### src/rtl/io_in_cond_pkg.sv
// Shared helpers for the input conditioning stage: default sizes and the
// debounce counter width derivation.
package io_in_cond_pkg;

   localparam int unsigned WIDTH_DEF           = 32;
   localparam int unsigned SYNC_STAGES_DEF     = 2;
   localparam int unsigned DEBOUNCE_CYCLES_DEF = 16;

   // Ceiling log2; clog2(1) = 0.
   function automatic int unsigned clog2(input int unsigned n);
      int unsigned r;
      int unsigned v;
      r = 0;
      v = (n > 0) ? n - 1 : 0;
      while (v > 0) begin
         r = r + 1;
         v = v >> 1;
      end
      return r;
   endfunction

   // Debounce counter width, never less than one bit.
   function automatic int unsigned cnt_width(input int unsigned n);
      return (clog2(n) < 1) ? 1 : clog2(n);
   endfunction

   localparam int unsigned DEB_CNT_W_DEF = cnt_width(DEBOUNCE_CYCLES_DEF);

endpackage

### src/rtl/io_debounce_bit.sv
// Single-bit synchroniser + debouncer with registered rise/fall pulses.
// Ports:
//   i_clk, i_rst     clock, async active-high reset
//   i_pin            raw asynchronous pin level
//   o_stable         debounced level
//   o_rise, o_fall   one-cycle pulses after the stable level changes
//   o_edge_nxt_c     combinational: stable level changes at this clock edge
module io_debounce_bit
   import io_in_cond_pkg::*;
#(
   parameter int unsigned SYNC_STAGES     = SYNC_STAGES_DEF,
   parameter int unsigned DEBOUNCE_CYCLES = DEBOUNCE_CYCLES_DEF
) (
   input  logic i_clk,
   input  logic i_rst,
   input  logic i_pin,
   output logic o_stable,
   output logic o_rise,
   output logic o_fall,
   output logic o_edge_nxt_c
);

   localparam int unsigned       CNT_W   = cnt_width(DEBOUNCE_CYCLES);
   localparam logic [CNT_W-1:0]  CNT_MAX = CNT_W'(DEBOUNCE_CYCLES - 1);

   logic [SYNC_STAGES-1:0] r_sync;
   logic [CNT_W-1:0]       r_cnt;
   logic                   w_sync;
   logic                   w_update;

   assign w_sync       = r_sync[SYNC_STAGES-1];
   // Sync has disagreed with the stable value for DEBOUNCE_CYCLES edges.
   assign w_update     = (w_sync != o_stable) && (r_cnt == CNT_MAX);
   assign o_edge_nxt_c = w_update;

   // Synchroniser chain, plain flops only.
   always_ff @(posedge i_clk or posedge i_rst) begin
      if (i_rst) r_sync <= '0;
      else       r_sync <= {r_sync[SYNC_STAGES-2:0], i_pin};
   end

   // Debounce counter, stable level and edge pulses.
   always_ff @(posedge i_clk or posedge i_rst) begin
      if (i_rst) begin
         r_cnt    <= '0;
         o_stable <= 1'b0;
         o_rise   <= 1'b0;
         o_fall   <= 1'b0;
      end else begin
         o_rise <= w_update &  w_sync;
         o_fall <= w_update & ~w_sync;
         if (w_sync == o_stable) begin
            r_cnt <= '0;
         end else if (w_update) begin
            o_stable <= w_sync;
            r_cnt    <= '0;
         end else begin
            r_cnt <= r_cnt + CNT_W'(1);
         end
      end
   end

endmodule

### src/rtl/io_in_cond.sv
// Input conditioning for the I/O register block: per-bit synchronise and
// debounce, rise/fall pulses and a write-one-to-clear sticky edge word.
// Ports:
//   clk, rst            clock, async active-high reset
//   pins_in             raw asynchronous pin levels
//   io_in               debounced levels feeding the I/O block
//   rise, fall          one-cycle edge pulses per bit
//   edge_sticky         latched OR of rise|fall since last clear
//   clr_we, clr_mask    clear strobe and bit mask for edge_sticky
module io_in_cond
   import io_in_cond_pkg::*;
#(
   parameter int unsigned WIDTH           = WIDTH_DEF,
   parameter int unsigned SYNC_STAGES     = SYNC_STAGES_DEF,
   parameter int unsigned DEBOUNCE_CYCLES = DEBOUNCE_CYCLES_DEF
) (
   input  logic             clk,
   input  logic             rst,
   input  logic [WIDTH-1:0] pins_in,
   output logic [WIDTH-1:0] io_in,
   output logic [WIDTH-1:0] rise,
   output logic [WIDTH-1:0] fall,
   output logic [WIDTH-1:0] edge_sticky,
   input  logic             clr_we,
   input  logic [WIDTH-1:0] clr_mask
);

   logic [WIDTH-1:0] w_edge_nxt;
   logic [WIDTH-1:0] w_clr;

   for (genvar gi = 0; gi < WIDTH; gi++) begin : g_bit
      io_debounce_bit #(
         .SYNC_STAGES     (SYNC_STAGES),
         .DEBOUNCE_CYCLES (DEBOUNCE_CYCLES)
      ) u_bit (
         .i_clk        (clk),
         .i_rst        (rst),
         .i_pin        (pins_in[gi]),
         .o_stable     (io_in[gi]),
         .o_rise       (rise[gi]),
         .o_fall       (fall[gi]),
         .o_edge_nxt_c (w_edge_nxt[gi])
      );
   end

   assign w_clr = {WIDTH{clr_we}} & clr_mask;

   // Sticky edge word; a new edge overrides a simultaneous clear.
   always_ff @(posedge clk or posedge rst) begin
      if (rst) edge_sticky <= '0;
      else     edge_sticky <= (edge_sticky & ~w_clr) | w_edge_nxt;
   end

endmodule

### config.mk
export PLATFORM = sky130hd
export DESIGN_NAME = io_in_cond
export DESIGN_NICKNAME = d
export VERILOG_FILES = /design/src/rtl/io_in_cond_pkg.sv /design/src/rtl/io_debounce_bit.sv /design/src/rtl/io_in_cond.sv
export SDC_FILE = /design/constraint.sdc
export NUM_CORES = 1
export LEC_CHECK = 0
export ABC_AREA = 1
export BUFFER_PORTS_ARGS = -buffer_cell sky130_fd_sc_hd__buf_4
export CAP_MARGIN = 20
export CORE_MARGIN = 4
export CORE_UTILIZATION = 56
export DETAILED_ROUTE_END_ITERATION = 8
export PLACE_DENSITY = 0.85
export SYNTH_ARGS = -nofsm -noshare
export SYNTH_HDL_FRONTEND = slang
export SYNTH_HIERARCHICAL = 1
export SYNTH_SLANG_ARGS = --single-unit
### constraint.sdc
create_clock -name clk -period 1.35 [get_ports clk]
set_clock_uncertainty 0.05 [all_clocks]
set_input_delay 0.27 -clock clk [delete_from_list [all_inputs] [get_ports clk]]
set_output_delay 0.27 -clock clk [all_outputs]
set_load 0.02 [all_outputs]
* Yosys cells after proc, flatten, opt, wreduce, memory -nomap -nowiden *
Index checks and enable logic that the tools add are counted.

storage, ports and cells
  logic and storage cells = 549
  input bits = 67
  output and inout port bits = 128
  register bits after elaboration = 320

cells by class
  equal/unequal tests = 96
  reduce and logical (&&, ||, !) cells = 64
  add/sub/neg operators = 32
  bitwise operators = 132
  multiplexer cells = 64

operators by type and width
  operator                                                        number
  4-bit 2-to-1 mux                                                64
  4-bit by 1-bit adder with 4-bit output (second input constant)  32
  4-bit == test (second input constant)                           32
  1-bit AND                                                       64
  32-bit AND                                                      2
  1-bit NOT                                                       64
  2-bit AND reduction                                             32
  1-bit == test                                                   32
  1-bit logical AND                                               32
  1-bit != test                                                   32
  32-bit NOT                                                      1
  32-bit OR                                                       1

* Longest topological paths before layout *
  depth after elaboration = 4
  gate-level depth with buffers = 7
  mapped depth without buffers = 7

* By module *
The synthesis kept the hierarchy.

modules (own cells, without submodules)
  module           seq. area each (µm²)  times used  cells each  area each (µm²)
  io_debounce_bit  225.2                 32          36          366.6
  io_in_cond       800.8                 1           164         1,318.8

* Least setup slack after synthesis *
OpenSTA, ideal clock, no wires.

  kind = register -> register
  start point = reg g_bit[0].u_bit.o_stable
  end point = reg edge_sticky[0]
  arrival time = 897 ps
  stages on the path, launching flop included = 8
  required time = 1,183 ps
  period minus slack after synthesis = 1,064 ps
  path slack = 286 ps
  cells stage by stage = dfrtp_1 inv_1 nand2_1 nand2_1 inv_1 nor2_1 inv_1 nand2_1

between the ends
  word-level cells in the longest chain between the ends = 3

RTL lines
  what                    line                   text
  from (decl)             io_debounce_bit.sv:17  output logic o_stable,
  from (signal assigned)  io_debounce_bit.sv:55  o_stable <= w_sync;
  1-bit != test           io_debounce_bit.sv:33  assign w_update = (w_sync != o_stable) && (r_cnt == CNT_MAX);
  1-bit logical AND       io_debounce_bit.sv:33
  net w_edge_nxt[0]       io_in_cond.sv:28       logic [WIDTH-1:0] w_edge_nxt;
  32-bit OR               io_in_cond.sv:51       else edge_sticky <= (edge_sticky & ~w_clr) | w_edge_nxt;
  to (signal assigned)    io_in_cond.sv:51
  to (decl)               io_in_cond.sv:23       output logic [WIDTH-1:0] edge_sticky,

The timed path passes the listed nets, and every way through them passes these cells.
A chain may end at the register's enable or synchronous reset.

* Worst setup path in the final report *
  start point = reg edge_sticky[22]
  end point = out edge_sticky[22]

No word-level cell between the ends.

==> results by group <==
Run status
  • Status: complete, but fails checks
  • Failing checks: setup timing

Setup path
  • CP bufs+invs: 1
  • Kind of cell adding the most delay to the critical path: flip-flops
  • Worst stage delay on the critical path: 0.42 ns
  • CP cell instances: buf_6
  • FF-to-FF End: edge_sticky[11]
  • CP startpoint kind: register
  • Reg2reg path depth: 8
  • WP data arrival: between 1 and 1.5 ns
  • Setup crit start: edge_sticky[22]
  • FF-to-FF Start: g_bit[11].u_bit/o_stable
  • Worst R2R Setup Slack: 0 ns
  • Crit end category: primary output
  • Critical Path RT: 1.03 ns
  • CP max-delay cell: dfrtp_1
  • Levels on crit path: 1
  • WS Path Type: reg2out
  • Critical path endpoint: edge_sticky[22]
  • CP max FO: 2

CTS
  • H-tree Lvls: 2
  • Worst-Skew Late Latency: 0.50 ns
  • CTS root buf: clkbuf_16
  • Clock-pin slew on the worst setup and hold paths: 0.06 ns
  • Clock buffer depth: 3
  • CTS tree: built
  • CTS buffer count: 35
  • Sink Count: 320

Timing
  • Setup ws final: -0.0471 ns
  • Setup TNS: -0.610 ns
  • Min Hold Slack: 0.0255 ns
  • Period utilisation layout: 1.03
  • Final hold viol count: 0
  • RSZ-0062 raised after global routing: true
  • Rel. slew slack: 0.646
  • Worst-margin pin slew: 0.531 ns
  • Final setup viols: 45
  • Crit path time final: 1.40 ns
  • Final Max Tran Viols: 0
  • Max Fclk: 716 MHz

Pwr
  • Power Dens Cells: 1190 nW/um^2
  • Total chip power: around 21 mW
  • Peak supply drop: 0.000999 V
  • P_leak: 9.09 nW

Floorplanning
  • FP Rows: 55
  • Height of the die: roughly 160 um
  • Core Region: 22800 sq um
  • Initial Util: 0.573
  • Top Ports: around 200
  • Die area: around 26000 sq um
  • Die X: around 160 um

Global routing
  • Largest net degree at the start of global routing: 34
  • Vias in the first global route: between 10000 and 15000
  • First-pass GRT wire length: 50900 um
  • GRT Util Overall: 0.239
  • Initial antenna violation count: 1
  • Gr ovfl total: 0

Placed design
  • DP Worst Slack: 0.200 ns
  • Gpl congestion: 0.807
  • PortBufs: approximately 190
  • HPWL Detailed: 18300 um
  • Placed insts: 1824

Detailed routing
  • DRT Pass-1 Iters: 5
  • Post-DR wirelength/cell: between 15 and 20 um
  • Via count: between 9000 and 10000
  • Vias per cell: between 4 and 5
  • Antenna Nets Post-Route: 0
  • DRC viols: 0
  • WL final: 32100 um
  • Initial DRC count: 614

Synth
  • Synth Cell Area: 13100 sq um
  • Mapped Cells: 1316
  • Yosys reg bits: 320
  • Post-synth top area share: 0.614
  • Sequential cell area fraction in the yosys report: 0.614
  • Syn Nets: 1415
  • Syn Area/Cell: 9.92 sq um
  • Yosys warnings: 6
  • Synth area leader: dfrtp_1
  • Largest cells by area after synthesis: dfrtp_1 (61%), nand2_1 (9.2%), inv_1 (6.5%), nor2_1 (5.5%), nand3_4 (4.3%)
  • Synth cell types: 13

Finish
  • Net count reported at finish: 1758
  • Area Growth Syn to Fin: 34.2%
  • Proportion of layout cells with a drive suffix above 1: 0.236
  • Non-Filler Instances: 1995

Worst hold path
  • Hold Path Class: in2reg

Run
  • Max Cap Viol: 0
[kinds of logic (layout without fill, tap and decap cells)]
logic type / Yosys count / count (layout) / synth area share
buf+inv: 260 / 625 / 0.0765
compound gates: 32 / 32 / 0.0123
other cells: 0 / 1 / 0
fa+ha+maj: 32 / 32 / 0.0307
xor+xnor: 32 / 32 / 0.0215
simple gates: 640 / 640 / 0.245
flops: 320 / 320 / 0.614
[stage by stage]
| stage | instance area, sq um | util |
|---|---|---|
| after detailed placement | 14900 | 0.656 |
| after global placement | 14900 | 0.656 |
| after global routing | 17500 | 0.769 |
| after floorplan | 13100 | - |
| final | 17500 | 0.769 |
| after CTS | 17300 | 0.759 |
[power by group]
group	total (mW)	switching, mW	internal, mW	leakage [nW]
registers	10.3	0.330	9.93	4.24
logic	1.31	0.756	0.554	4.31
clock network	9.30	3.64	5.66	0.542
total	20.9	4.72	16.1	9.09
[what timing repair did]
action | 4_1_cts | 5_1_grt
endpoints found under the hold margin | 357 | 0
gates resized for setup | 94 | 35
pin swaps | 0 | 0
hold buffers | 63 | 0
setup endpoints to repair | 95 | 126
buffers inserted | 34 | 14
[cell usage after synthesis]
cell type  instances
nand3_4           32
buf_6              3
xnor2_1           32
nor2_4            32
nand3_1           32
inv_1            225
nand2_1          320
o21ai_1           32
dfrtp_1          320
inv_2             32
ha_1              32
nand4_1           32
nor2_1           192
[state kept, by name, summed over array words and instances, names as in the netlist]
name                  cells
g_bit.u_bit/r_cnt       128
g_bit.u_bit/r_sync       64
edge_sticky              32
g_bit.u_bit/o_fall       32
g_bit.u_bit/o_rise       32
g_bit.u_bit/o_stable     32
[cells in the final DEF, fill, tap and decap left out]
cell	instances
bufinv_16	2
diode_2	1
nand4_1	32
nand3_4	32
ha_1	32
nor2_4	32
clkinvlp_4	1
clkbuf_16	37
nand2_1	317
inv_2	33
o21ai_2	1
clkbuf_8	5
dfrtp_1	320
nand3_1	32
nor2_1	189
clkinv_2	2
nand2_2	3
buf_4	121
dlygate4sd3_1	63
nor2_2	3
buf_6	122
inv_1	224
xnor2_1	32
buf_12	3
clkbuf_1	12
o21ai_1	31
[per-layer routing]
| layer | GRT usage | up-vias | share of wire | routed length (um) |
|---|---|---|---|---|
| li1 | - | 4641 | - | - |
| met1 | 0.263 | 4920 | 0.37 | 11700 |
| met2 | 0.458 | 296 | 0.55 | 17800 |
| met3 | 0.0441 | 99 | 0.045 | 1440 |
| met4 | 0.0868 | 0 | 0.036 | 1150 |
| met5 | 0 | - | 0 | 0 |
[area by class of cell]
| class | instances | area [sq um] |
|---|---|---|
| multi-input cells | 736 | 4060 |
| clock buffers | 54 | 1040 |
| diodes | 1 | 2.50 |
| inverters | 257 | 965 |
| repair buffers | 309 | 2970 |
| flip-flops and latches | 320 | 8010 |
| fillers | 1274 | 5260 |
| clock inverters | 5 | 77.6 |
| well taps | 313 | 392 |
[worst min path at each step]
stage	slack, ns	cells past startpoint	from	to
floorplan	0.05	1	rst	g_bit[0].u_bit/o_fall
global placement	0.28	0	g_bit[21].u_bit/r_sync[0]	g_bit[21].u_bit/r_sync[1]
detailed placement	0.28	0	g_bit[25].u_bit/r_sync[0]	g_bit[25].u_bit/r_sync[1]
CTS	0.0004	4	clr_mask[18]	edge_sticky[18]
global route	0.04	4	clr_mask[3]	edge_sticky[3]
finish	0.03	4	clr_mask[3]	edge_sticky[3]
(Power assumes the default switching activity.)
